==> config.mk <==
export PLATFORM = sky130hd
export DESIGN_NAME = time_set_ctrl
export DESIGN_NICKNAME = d
export VERILOG_FILES = /design/src/rtl/time_set_ctrl.sv
export SDC_FILE = /design/constraint.sdc
export NUM_CORES = 1
export LEC_CHECK = 0
export ABC_AREA = 1
export CORE_MARGIN = 2
export CORE_UTILIZATION = 64
export CTS_CLUSTER_DIAMETER = 200
export CTS_CLUSTER_SIZE = 10
export DETAILED_ROUTE_END_ITERATION = 6
export DONT_BUFFER_PORTS = 1
export GPL_TIMING_DRIVEN = 0
export PLACE_DENSITY = 0.9
export SYNTH_ARGS = -nofsm -noshare
export SYNTH_HDL_FRONTEND = slang
export SYNTH_SLANG_ARGS = --single-unit
==> constraint.sdc <==
create_clock -name clk -period 2.1 [get_ports clk]
set_clock_uncertainty 0.15 [all_clocks]
set_input_delay 0.42 -clock clk [delete_from_list [all_inputs] [get_ports clk]]
set_output_delay 0.42 -clock clk [all_outputs]
set_load 0.01 [all_outputs]
==> src/rtl/time_set_ctrl.sv <==
// Button-driven time-setting controller: debounces mode/inc/dec buttons and walks
// the user through the four BCD digits of a 24-hour time, driving the counter load port.

module time_set_ctrl_db #(
    parameter int DEBOUNCE = 16
) (
    input  logic clk,
    input  logic rst,
    input  logic i_btn,
    output logic o_press
);
    localparam int CW = $clog2(DEBOUNCE + 1);

    logic          r_s1, r_s2, r_f, r_fd;
    logic [CW-1:0] r_cnt;

    always_ff @(posedge clk or negedge rst) begin
        if (!rst) begin
            r_s1  <= 1'b0;
            r_s2  <= 1'b0;
            r_f   <= 1'b0;
            r_fd  <= 1'b0;
            r_cnt <= '0;
        end else begin
            r_s1 <= i_btn;
            r_s2 <= r_s1;
            r_fd <= r_f;
            if (r_s2 == r_f) begin
                r_cnt <= '0;
            end else if (r_cnt == CW'(DEBOUNCE - 1)) begin
                // Accept the new level on the DEBOUNCE-th consecutive differing edge
                r_f   <= r_s2;
                r_cnt <= '0;
            end else begin
                r_cnt <= r_cnt + CW'(1);
            end
        end
    end

    assign o_press = r_f & ~r_fd;
endmodule

module time_set_ctrl #(
    parameter int DEBOUNCE = 16
) (
    input  logic       clk,
    input  logic       rst,
    input  logic       btn_mode,
    input  logic       btn_inc,
    input  logic       btn_dec,
    input  logic [4:0] i_hours,
    input  logic [5:0] i_minutes,
    output logic       normal_en,
    output logic [1:0] o_hours_left,
    output logic [3:0] o_hours_right,
    output logic [2:0] o_minutes_left,
    output logic [3:0] o_minutes_right,
    output logic [1:0] o_sel,
    output logic       o_setting
);
    localparam logic [2:0] S_RUN = 3'd0;
    localparam logic [2:0] S_HL  = 3'd1;
    localparam logic [2:0] S_HR  = 3'd2;
    localparam logic [2:0] S_ML  = 3'd3;
    localparam logic [2:0] S_MR  = 3'd4;

    logic [2:0] w_btn, w_press;
    logic       w_mode, w_inc, w_dec;

    assign w_btn = {btn_dec, btn_inc, btn_mode};

    time_set_ctrl_db #(.DEBOUNCE(DEBOUNCE)) u_db [2:0] (
        .clk     (clk),
        .rst     (rst),
        .i_btn   (w_btn),
        .o_press (w_press)
    );

    // mode beats inc/dec; inc+dec together cancel
    assign w_mode = w_press[0];
    assign w_inc  = w_press[1] & ~w_press[2] & ~w_mode;
    assign w_dec  = w_press[2] & ~w_press[1] & ~w_mode;

    logic [2:0] r_state;
    logic       r_setting;
    logic [1:0] r_sel, r_hl;
    logic [3:0] r_hr, r_mr;
    logic [2:0] r_ml;

    logic [1:0] w_h_tens;
    logic [3:0] w_h_ones;
    logic [2:0] w_m_tens;
    logic [3:0] w_m_ones;
    logic       w_h_ok, w_m_ok;

    assign w_h_ok   = (i_hours <= 5'd23);
    assign w_m_ok   = (i_minutes <= 6'd59);
    assign w_h_tens = (i_hours >= 5'd20) ? 2'd2 : (i_hours >= 5'd10) ? 2'd1 : 2'd0;
    assign w_m_tens = (i_minutes >= 6'd50) ? 3'd5 : (i_minutes >= 6'd40) ? 3'd4 :
                      (i_minutes >= 6'd30) ? 3'd3 : (i_minutes >= 6'd20) ? 3'd2 :
                      (i_minutes >= 6'd10) ? 3'd1 : 3'd0;
    // Remainder is < 10, so 4-bit modular subtraction is exact
    assign w_h_ones = i_hours[3:0] - 4'(5'd10 * {3'b000, w_h_tens});
    assign w_m_ones = i_minutes[3:0] - 4'(6'd10 * {3'b000, w_m_tens});

    logic [3:0] w_hr_max;
    assign w_hr_max = (r_hl == 2'd2) ? 4'd3 : 4'd9;

    logic [2:0] w_state_nxt;
    logic [1:0] w_hl_nxt;
    logic [3:0] w_hr_nxt, w_mr_nxt;
    logic [2:0] w_ml_nxt;

    always_comb begin
        w_state_nxt = r_state;
        w_hl_nxt    = r_hl;
        w_hr_nxt    = r_hr;
        w_ml_nxt    = r_ml;
        w_mr_nxt    = r_mr;
        if (w_mode) begin
            case (r_state)
                S_RUN: begin
                    w_state_nxt = S_HL;
                    w_hl_nxt    = w_h_ok ? w_h_tens : 2'd0;
                    w_hr_nxt    = w_h_ok ? w_h_ones : 4'd0;
                    w_ml_nxt    = w_m_ok ? w_m_tens : 3'd0;
                    w_mr_nxt    = w_m_ok ? w_m_ones : 4'd0;
                end
                S_HL:    w_state_nxt = S_HR;
                S_HR:    w_state_nxt = S_ML;
                S_ML:    w_state_nxt = S_MR;
                default: w_state_nxt = S_RUN;
            endcase
        end else if (w_inc || w_dec) begin
            case (r_state)
                S_HL: begin
                    if (w_inc) w_hl_nxt = (r_hl >= 2'd2) ? 2'd0 : r_hl + 2'd1;
                    else       w_hl_nxt = (r_hl == 2'd0) ? 2'd2 : r_hl - 2'd1;
                    if (w_hl_nxt == 2'd2 && r_hr > 4'd3) w_hr_nxt = 4'd3;
                end
                S_HR: begin
                    if (w_inc) w_hr_nxt = (r_hr >= w_hr_max) ? 4'd0 : r_hr + 4'd1;
                    else       w_hr_nxt = (r_hr == 4'd0) ? w_hr_max : r_hr - 4'd1;
                end
                S_ML: begin
                    if (w_inc) w_ml_nxt = (r_ml >= 3'd5) ? 3'd0 : r_ml + 3'd1;
                    else       w_ml_nxt = (r_ml == 3'd0) ? 3'd5 : r_ml - 3'd1;
                end
                S_MR: begin
                    if (w_inc) w_mr_nxt = (r_mr >= 4'd9) ? 4'd0 : r_mr + 4'd1;
                    else       w_mr_nxt = (r_mr == 4'd0) ? 4'd9 : r_mr - 4'd1;
                end
                default: ;
            endcase
        end
    end

    always_ff @(posedge clk or negedge rst) begin
        if (!rst) begin
            r_state   <= S_RUN;
            r_setting <= 1'b0;
            r_sel     <= 2'd0;
            r_hl      <= 2'd0;
            r_hr      <= 4'd0;
            r_ml      <= 3'd0;
            r_mr      <= 4'd0;
        end else begin
            r_state   <= w_state_nxt;
            r_setting <= (w_state_nxt != S_RUN);
            r_sel     <= (w_state_nxt == S_RUN) ? 2'd0 : 2'(w_state_nxt - 3'd1);
            r_hl      <= w_hl_nxt;
            r_hr      <= w_hr_nxt;
            r_ml      <= w_ml_nxt;
            r_mr      <= w_mr_nxt;
        end
    end

    assign normal_en       = r_setting;
    assign o_setting       = r_setting;
    assign o_sel           = r_sel;
    assign o_hours_left    = r_hl;
    assign o_hours_right   = r_hr;
    assign o_minutes_left  = r_ml;
    assign o_minutes_right = r_mr;
endmodule

* Word level (Yosys, flattened, before mapping) *
Index checks and enable logic that the tools add are counted.

storage, ports and cells
  input bits = 16
  bits in registers = 46
  word-level logic and storage cells = 156

operators by class
  order comparisons = 14
  bitwise operators = 16
  multipliers = 2
  reductions and logical operators = 21
  mux-type cells = 53
  eq/ne operators = 14
  add/sub/neg operators = 14

operator list
  operator                                                            number
  two-way mux 4 bit                                                   17
  two-way mux 3 bit                                                   11
  two-way mux 2 bit                                                   15
  two-way mux 5 bit                                                   6
  adder 5 x 1 -> 5 bit (second input constant)                        3
  == test 5 x 4 -> 1 bit (second input constant)                      3
  greater-or-equal comparator 6 x 5 -> 1 bit (second input constant)  2
  greater-or-equal comparator 6 bit (second input constant)           2
  case mux 3 bit (4 select lines)                                     1
  zero test 3 bit                                                     3
  inverter 1 bit                                                      9
  AND reduction 3 bit                                                 3
  adder 4 x 1 -> 4 bit (second input constant)                        2
  zero test 4 bit                                                     2
  case mux 4 bit (2 select lines)                                     1
  nonzero test 2 bit                                                  4
  subtractor 4 x 1 -> 4 bit (second input constant)                   2
  subtractor 4 bit                                                    2
  bitwise AND 1 bit                                                   7
  == test 3 x 2 -> 1 bit (second input constant)                      2
  greater-or-equal comparator 6 x 4 -> 1 bit (second input constant)  1
  <= comparator 6 bit (second input constant)                         1
  AND reduction 2 bit                                                 3
  nonzero test 3 bit                                                  2
  other kinds (25)                                                    30

* Logic depth before layout (Yosys ltp) *
Gate-level depths: netlist of the first run.

  depth after elaboration = 15
  depth in mapped cells = 15
  gate-level depth less buffers = 15

* Cells and area by module *
A second synthesis of the first run with hierarchy kept.

second synthesis, totals
  cell total of the unflattened synthesis = 407
  area total of the unflattened synthesis = 2,981.6 um2

modules (own cells, without submodules)
  module            area each (um2)  cells each  instances
  time_set_ctrl     1,915.6          293         1
  time_set_ctrl_db  355.3            38          3

* Worst setup path after synthesis of the first run *
Ideal clock, no wire load.

  kind = input -> register
  start = input port i_minutes[2]
  end = register r_mr[3], in the netlist o_minutes_right[3]
  arrival time = 2.028 ns
  slack = -0.195 ns
  setup time = 0.116 ns
  stages on the path = 11
  cells stage by stage = or2_2 o21bai_1 nand2_1 ha_1 fa_1 xnor2_1 nand3b_1 nand3_1 nand2_1 nand2_1 nand2_1

on the way
  cells in the longest elaborated chain, start to end = 11
  elaborated cells on any way between the ends = 16
  classes of those cells = add/sub: 1; mul: 1; order compare: 6; mux: 8

ends and longest elaborated chain
  item                                        RTL line  RTL
  start, declared                             52        input logic [5:0] i_minutes,
  greater-or-equal comparator 6 x 4 -> 1 bit  101       (i_minutes >= 6'd10) ? 3'd1 : 3'd0;
  two-way mux 1 bit                           101
  two-way mux 2 bit (2 in a row)              100       (i_minutes >= 6'd30) ? 3'd3 : (i_minutes >= 6'd20) ? 3'd2 :
  two-way mux 3 bit (2 in a row)              99        assign w_m_tens = (i_minutes >= 6'd50) ? 3'd5 : (i_minutes >= 6'd40) ? 3'd4 :
  multiplier 3 x 3 -> 3 bit                   104       assign w_m_ones = i_minutes[3:0] - 4'(6'd10 * {3'b000, w_m_tens});
  subtractor 4 bit                            104
  two-way mux 4 bit *                         127       w_mr_nxt = w_m_ok ? w_m_ones : 4'd0;
  two-way mux 4 bit *                         121       case (r_state)
  two-way mux 4 bit *                         120       if (w_mode) begin
  end signal, assigned                        174       r_mr <= w_mr_nxt;
  end, declared                               87        logic [3:0] r_hr, r_mr;

Every way passes the cells marked *; elsewhere a longest branch is shown, timed or not. The select of a mux whose other input is x is not followed.
A chain may end at the register's enable or synchronous reset.

* Worst setup path in the final report of the first run *
  start = input port i_minutes[3]
  end = register r_mr[3], in the netlist o_minutes_right[3]

Same word-level chain as after synthesis.

==> flow_summary.yaml, run 1 <==
power:
  power_frac_comb_pct: 9.4
  p_clk_share_pct: 33.2
  p_leak_nw: 1.750
  p_int_mw: 1.208
  total_power_mw: 1.615
  switching_share_pct: 25.18
  p_per_area_nw_per_um2: 493.2
  pwr-share-seq_pct: 57.4
  p_sw_mw: 0.4066
  vdd_drop_max_mv: 0.5584
cells_and_area:
  final_common_cell: "nand2_1"
  area.growth.synth_to_final_pct: 10.33
  final_core_util_pct: 74.18
  diodes: 0
  final_cells: 443
  mostFrequentLayoutCells: "nand2_1 (85), inv_1 (52), dfrtp_1 (45)"
  nNetsFinal: 427
  fillers: 316
  drive_gt1_share_pct: 14.83
route:
  wirelength_um: 5903
  drc: 0
  routedWlPerCell_um: 13.33
  vias_per_cell: 5.661
  vias: 2508
  ant_nets: 0
  firstDrtPassIters: 4
  drt_first_iter_violations: 156
global_routing:
  grtUsageMet3_pct: 5.000
  grt_use_met2_pct: 42.71
  grtUsageMet1_pct: 30.22
  track_usage_pct: 24.59
  busiest_layer: "met2"
  grt_pass1_wl_um: 10240
  grt_start_max_net_pins: 47
  gr-total-overflow: 0
  grt_pass1_vias: 2442
  antenna_found_initial: 0
sta:
  max-slew-margin-rel_pct: 69.91
  hold_viol_final: 0
  finalCriticalPeriod_ps: 2025
  setup_slack_ps: 75.37
  setup_viol: 0
  tightest_slew_ps: 446.6
  max_freq_mhz: 493.9
  drv_slew: 0
  post-route-period-util_pct: 96.41
flow_run:
  drv_cap: 0
clocking:
  numCtsBuffers: 5
  cts_tree: "built"
  clock_path_buffers: 2
  cts_sinks: 46
  clk_latency_ps: 300
  htree_levels: 2
  cts_root_buffer: "clkbuf_8"
  cts.clk_slew.worst_paths_ps: 80
floorplanning:
  die_area_um2: 5198
  fp.dieW_um: 72.10
  core.rowCount: 24
  start_util_pct: 67.23
  die_height_um: 72.10
  ios: 33
  core_um2: 4414
setup_path:
  r2r-end: "o_hours_right[1]"
  critical_path_class: "primary input to flip-flop"
  crit_path_end_kind: "flip-flop"
  rrSetupSlack_ps: 120
  reg2reg_depth: 15
  worstPathArrival_ps: 2070
  crit-reg2reg-launch: "o_hours_left[0]"
  cp.required_ps: 2150
  startpoint_type: "primary input"
  worstPathMaxFanout: 5
worst_hold_path:
  min-delay-start: "u_db[0].r_s1"
  hold_depth: 0
  whs_endpoint: "u_db[0].r_s2"
  hp-class: "flip-flop to flip-flop"
place:
  place_ws_ps: -239.3
  io_buffers: 0
  gp_congestion: 0.8682
  dp_hpwl_um: 4215
  place_inst: 427
synth:
  yosysWarnings: 0
  syn_avg_cell_area_um2: 7.914
  ys_ff_latch: 46
  synth_cell_types: 38
  ys_seq_area_share_pct: 38.79
  synthCells: 375
  syn_area_um2: 2968
  syn_nets: 412
outcome:
  status: "completed"
Yosys cell counts:
master,number,area share [%]
buf_2,2,0.34
xor2_1,5,1.5
buf_6,1,0.38
o21ai_1,5,0.84
a22oi_1,4,1.0
buf_4,1,0.25
o21bai_1,3,0.76
o21ai_2,2,0.59
mux2_2,2,0.76
and2_1,1,0.21
nand2_4,3,1.1
nand3b_1,1,0.25
nand3_4,2,1.2
nor3_4,1,0.55
nor2_1,35,4.4
nor3_2,2,0.67
nand3_2,3,1.0
or2_2,2,0.42
and3_1,3,0.63
nor2_2,1,0.21
nand2_1,88,11
dfrtp_1,46,39
xnor2_1,5,1.5
fa_1,2,1.3
inv_2,3,0.38
nand4_1,8,1.7
nor3_1,4,0.67
ha_1,19,8.0
o21ai_0,16,2.7
a21boi_2,1,0.38
nand2_2,4,0.84
nand3_1,24,4.0
o31ai_1,1,0.25
a21oi_2,1,0.30
a21oi_1,17,2.9
inv_1,54,6.8
a21boi_0,2,0.51
nor2_8,1,0.67
how the worst max path moves through the flow:
stage | slack [ps] | endpoint | start | cells after the start
global route | -60 | o_minutes_right[3] | i_minutes[3] | 14
global placement | -220 | o_minutes_right[3] | i_minutes[2] | 11
CTS | 10 | o_hours_right[3] | o_hours_left[0] | 13
floorplan | -150 | o_minutes_right[3] | i_minutes[2] | 11
finish | 80 | o_minutes_right[3] | i_minutes[3] | 14
detailed placement | -240 | o_minutes_right[3] | i_minutes[2] | 11
kinds of logic (layout without fill, tap and decap cells):
group / Yosys count / in the layout / share of synthesized area [%]
fa+ha+maj: 21 / 21 / 9.359
flops: 46 / 46 / 38.79
compound gates: 52 / 52 / 10.20
buf+inv: 61 / 77 / 8.179
xor+xnor: 10 / 10 / 2.951
simple gates: 183 / 183 / 29.76
mux: 2 / 2 / 0.7588
power groups by stage:
stage,combinational (mW),sequential (mW),clock [mW]
after global placement,0.107,0.942,0
after global routing,0.177,0.930,0.574
after floorplan,0.0937,0.940,0
after detailed placement,0.112,0.944,0
final,0.152,0.926,0.536
after CTS,0.143,0.926,0.541
critical path: stages:
cell and delay [ps]:
nand2_1 90, nor3_1 50, nor2_1 130, nand2_1 100
nand2_1 120, nand2_2 100, ha_4 180, fa_2 380
xnor2_1 140, nand3b_1 150, nand3_1 70, nand2_1 50
nand2_1 50, nand2_1 40
registers in the layout, summed over array words and instances (netlist names):
register	cells
normal_en	1
o_hours_left	2
o_hours_right	4
o_minutes_left	3
o_minutes_right	4
o_sel	2
r_state	3
u_db.r_cnt	15
u_db.r_f	3
u_db.r_fd	3
u_db.r_s1	3
u_db.r_s2	3
repair_timing:
| action | CTS | global route |
|---|---|---|
| pin swaps | 0 | 4 |
| gates resized for setup | 1 | 10 |
| cloned | 0 | 0 |
| endpoints found under the setup margin | 1 | 6 |
| endpoints found under the hold margin | 49 | 0 |
| buffers inserted | 0 | 3 |
| hold buffers | 5 | 0 |
layer usage:
metal | part of all wire, % | vias up
met3 | 5.4 | 13
met1 | 44 | 1174
met5 | 0 | -
met2 | 48 | 86
li1 | - | 1235
met4 | 2.3 | 0
cell type report:
type	instances	area (um^2)	share of cell area, %
well taps	52	65.06	1.987
multi-input cells	268	1634	49.90
clock inverters	2	13.76	0.4203
plain buffers	4	28.78	0.8789
clock buffers	6	72.57	2.216
repair buffers	8	90.09	2.751
flip-flops and latches	46	1152	35.19
inverters	57	217.7	6.649
stage by stage:
stage	cell area [um^2]	hold WS, ps	TNS (ps)
6_report	3274	202.4	0
5_1_grt	3274	209.3	-59.18
4_1_cts	3214	204.0	0
3_5_place_dp	3059	-24.77	-538.6
3_3_place_gp	3059	-24.45	-456.8
2_1_floorplan	2994	-25.59	-218.1
Power figures use the tool's default switching activity.
==> inputs of run 2 (changes only) <==
--- a/config.mk
+++ b/config.mk
@@ -14,6 +14,7 @@
 export DONT_BUFFER_PORTS = 1
 export GPL_TIMING_DRIVEN = 0
 export PLACE_DENSITY = 0.9
+export REMOVE_ABC_BUFFERS = 1
 export SYNTH_ARGS = -nofsm -noshare
 export SYNTH_HDL_FRONTEND = slang
 export SYNTH_SLANG_ARGS = --single-unit
==> run 2 against run 1 <==
Effect of this change: total power increased by 9.2%; largest power group unchanged; hold slack improved by 1.6 ps; clock power increased by 26%; the run now ends with negative setup slack left; combinational power increased by 6%; critical path depth increased by 1.
==> flow_summary.yaml, run 2 (same netlist as run 1, synthesis figures left out) <==
floorplanning:
  start_util_pct: 67.23
  ios: 33
  die_height_um: 72.10
  core.rowCount: 24
  die_area_um2: 5198
  fp.dieW_um: 72.10
  core_um2: 4414
sta:
  setup_slack_ps: -14.73
  finalCriticalPeriod_ps: 2115
  setup_viol: 1
  drv_slew: 0
  max_freq_mhz: 472.9
  max-slew-margin-rel_pct: 69.13
  tightest_slew_ps: 458.2
  post-route-period-util_pct: 100.7
  hold_viol_final: 0
setup_path:
  critical_path_class: "flip-flop to flip-flop"
  crit_start: "o_hours_left[0]"
  startpoint_type: "flip-flop"
  endpoint: "o_hours_right[1]"
  reg2reg_depth: 15
  rrSetupSlack_ps: -10
  cp.required_ps: 2150
  crit_path_end_kind: "flip-flop"
  worstPathMaxFanout: 4
  crit-reg2reg-launch: "o_hours_left[0]"
  worstPathArrival_ps: 2160
  r2r-end: "o_hours_right[1]"
power:
  total_power_mw: 1.763
  p_clk_share_pct: 38.3
  power_frac_comb_pct: 9.1
  switching_share_pct: 24.22
  pwr-share-seq_pct: 52.6
  p_leak_nw: 1.773
  p_int_mw: 1.336
  vdd_drop_max_mv: 0.5776
  p_sw_mw: 0.4270
  p_per_area_nw_per_um2: 528.2
outcome:
  status: "complete, but fails checks"
  violations: "negative setup slack"
global_routing:
  grtUsageMet3_pct: 5.694
  gr-total-overflow: 0
  grt_pass1_wl_um: 10450
  grt_use_met2_pct: 43.43
  antenna_found_initial: 0
  busiest_layer: "met2"
  track_usage_pct: 25.52
  grtUsageMet1_pct: 32.17
  grt_pass1_vias: 2524
  grt_start_max_net_pins: 47
clocking:
  htree_levels: 2
  cts_tree: "built"
  cts_sinks: 46
  clk_latency_ps: 300
  cts_root_buffer: "clkbuf_8"
  cts.clk_slew.worst_paths_ps: 90
  numCtsBuffers: 5
  clock_path_buffers: 2
route:
  drt_first_iter_violations: 192
  drc: 0
  firstDrtPassIters: 5
  wirelength_um: 6508
  routedWlPerCell_um: 14.72
  ant_nets: 0
  vias_per_cell: 5.783
  vias: 2556
cells_and_area:
  largest_reg_flops: 15
  area.growth.synth_to_final_pct: 12.44
  final_common_cell: "nand2_1"
  multi_input_area_um2: 1675
  mostFrequentLayoutCells: "nand2_1 (84), inv_1 (51), dfrtp_1 (44)"
  drive_gt1_share_pct: 16.41
  final_cells: 442
  diodes: 0
  fillers: 303
  nNetsFinal: 426
  regArea_um2: 1154
  top_register: "u_db.r_cnt"
place:
  place_inst: 423
  dp_hpwl_um: 4199
  io_buffers: 0
  gp_congestion: 0.9095
worst_hold_path:
  hp-class: "primary input to flip-flop"
flow_run:
  drv_cap: 0
-- run 2: cell types whose count changed in the layout (fill, tap and decap cells not counted), sizes merged --
| cell | previous run | this run |
|---|---|---|
| buf | 8 | 7 |
| clkbuf | 6 | 5 |
| bufinv | 0 | 1 |
| clkinv | 2 | 1 |
| inv | 56 | 57 |
-- run 2: layout make-up --
class	count	share of cell area, %
multi-input cells	268	50.21
well taps	52	1.950
clock buffers	5	2.062
clock inverters	3	1.312
repair buffers	11	3.375
inverters	57	6.524
flip-flops and latches	46	34.57
-- run 2: timing repair --
action | 4_1_cts | 5_1_grt
endpoints found under the setup margin | 3 | 4
resized for setup | 3 | 24
hold buffers | 5 | 0
buffers inserted | 0 | 6
hold endpoints to repair | 49 | 0
pin swaps | 0 | 16
-- run 2: power groups by stage --
stage / Clock, mW / Combinational [mW] / Sequential [mW]
after floorplan: 0 / 0.0861 / 0.940
after global placement: 0 / 0.0973 / 0.943
after detailed placement: 0 / 0.103 / 0.945
after CTS: 0.683 / 0.136 / 0.927
after global routing: 0.719 / 0.187 / 0.932
final: 0.674 / 0.161 / 0.928
-- run 2: worst min-delay path by stage --
stage                 start                  to  slack [ps]  cells past startpoint
5_1_grt        i_minutes[0]  o_minutes_right[0]         210                      2
4_1_cts        i_minutes[0]  o_minutes_right[0]         190                      2
3_5_place_dp            rst    u_db[0].r_cnt[1]         -20                      0
3_3_place_gp            rst        u_db[0].r_s1         -20                      0
2_1_floorplan           rst           normal_en         -30                      0
6_report       i_minutes[0]  o_minutes_right[0]         200                      2
-- run 2: worst max-delay path, stage by stage (launching register included) --
cell	delay, ps
dfrtp_2	470
inv_2	110
ha_4	170
inv_2	60
ha_4	250
nand2_1	40
nand2_1	80
nand2_1	80
nand2_2	90
inv_1	60
nand2_1	70
nand3_1	90
nand2_1	90
nand2_1	70
nand4_1	80
nand2_1	60
-- run 2: layer usage --
metal	vias up	part of all wire (%)	routed length [um]
met2	86	50	3285
li1	1238	-	-
met4	0	1.6	103
met3	12	5.1	335
met5	-	0	0
met1	1220	43	2784
-- run 2: metrics by stage --
step | worst slack (ps) | area, um^2 | util [%] | hold slack (ps) | TNS [ps]
floorplan | -194.8 | 2939 | - | -25.59 | -380.6
global placement | -297.4 | 3004 | 68.06 | -24.77 | -779.3
detailed placement | -365.6 | 3004 | 68.06 | -24.79 | -996.9
CTS | 6.894 | 3189 | 72.25 | 188.9 | 0
global route | -49.33 | 3337 | 75.60 | 207.5 | -87.20
finish | -14.73 | 3337 | 75.60 | 204.0 | -14.73
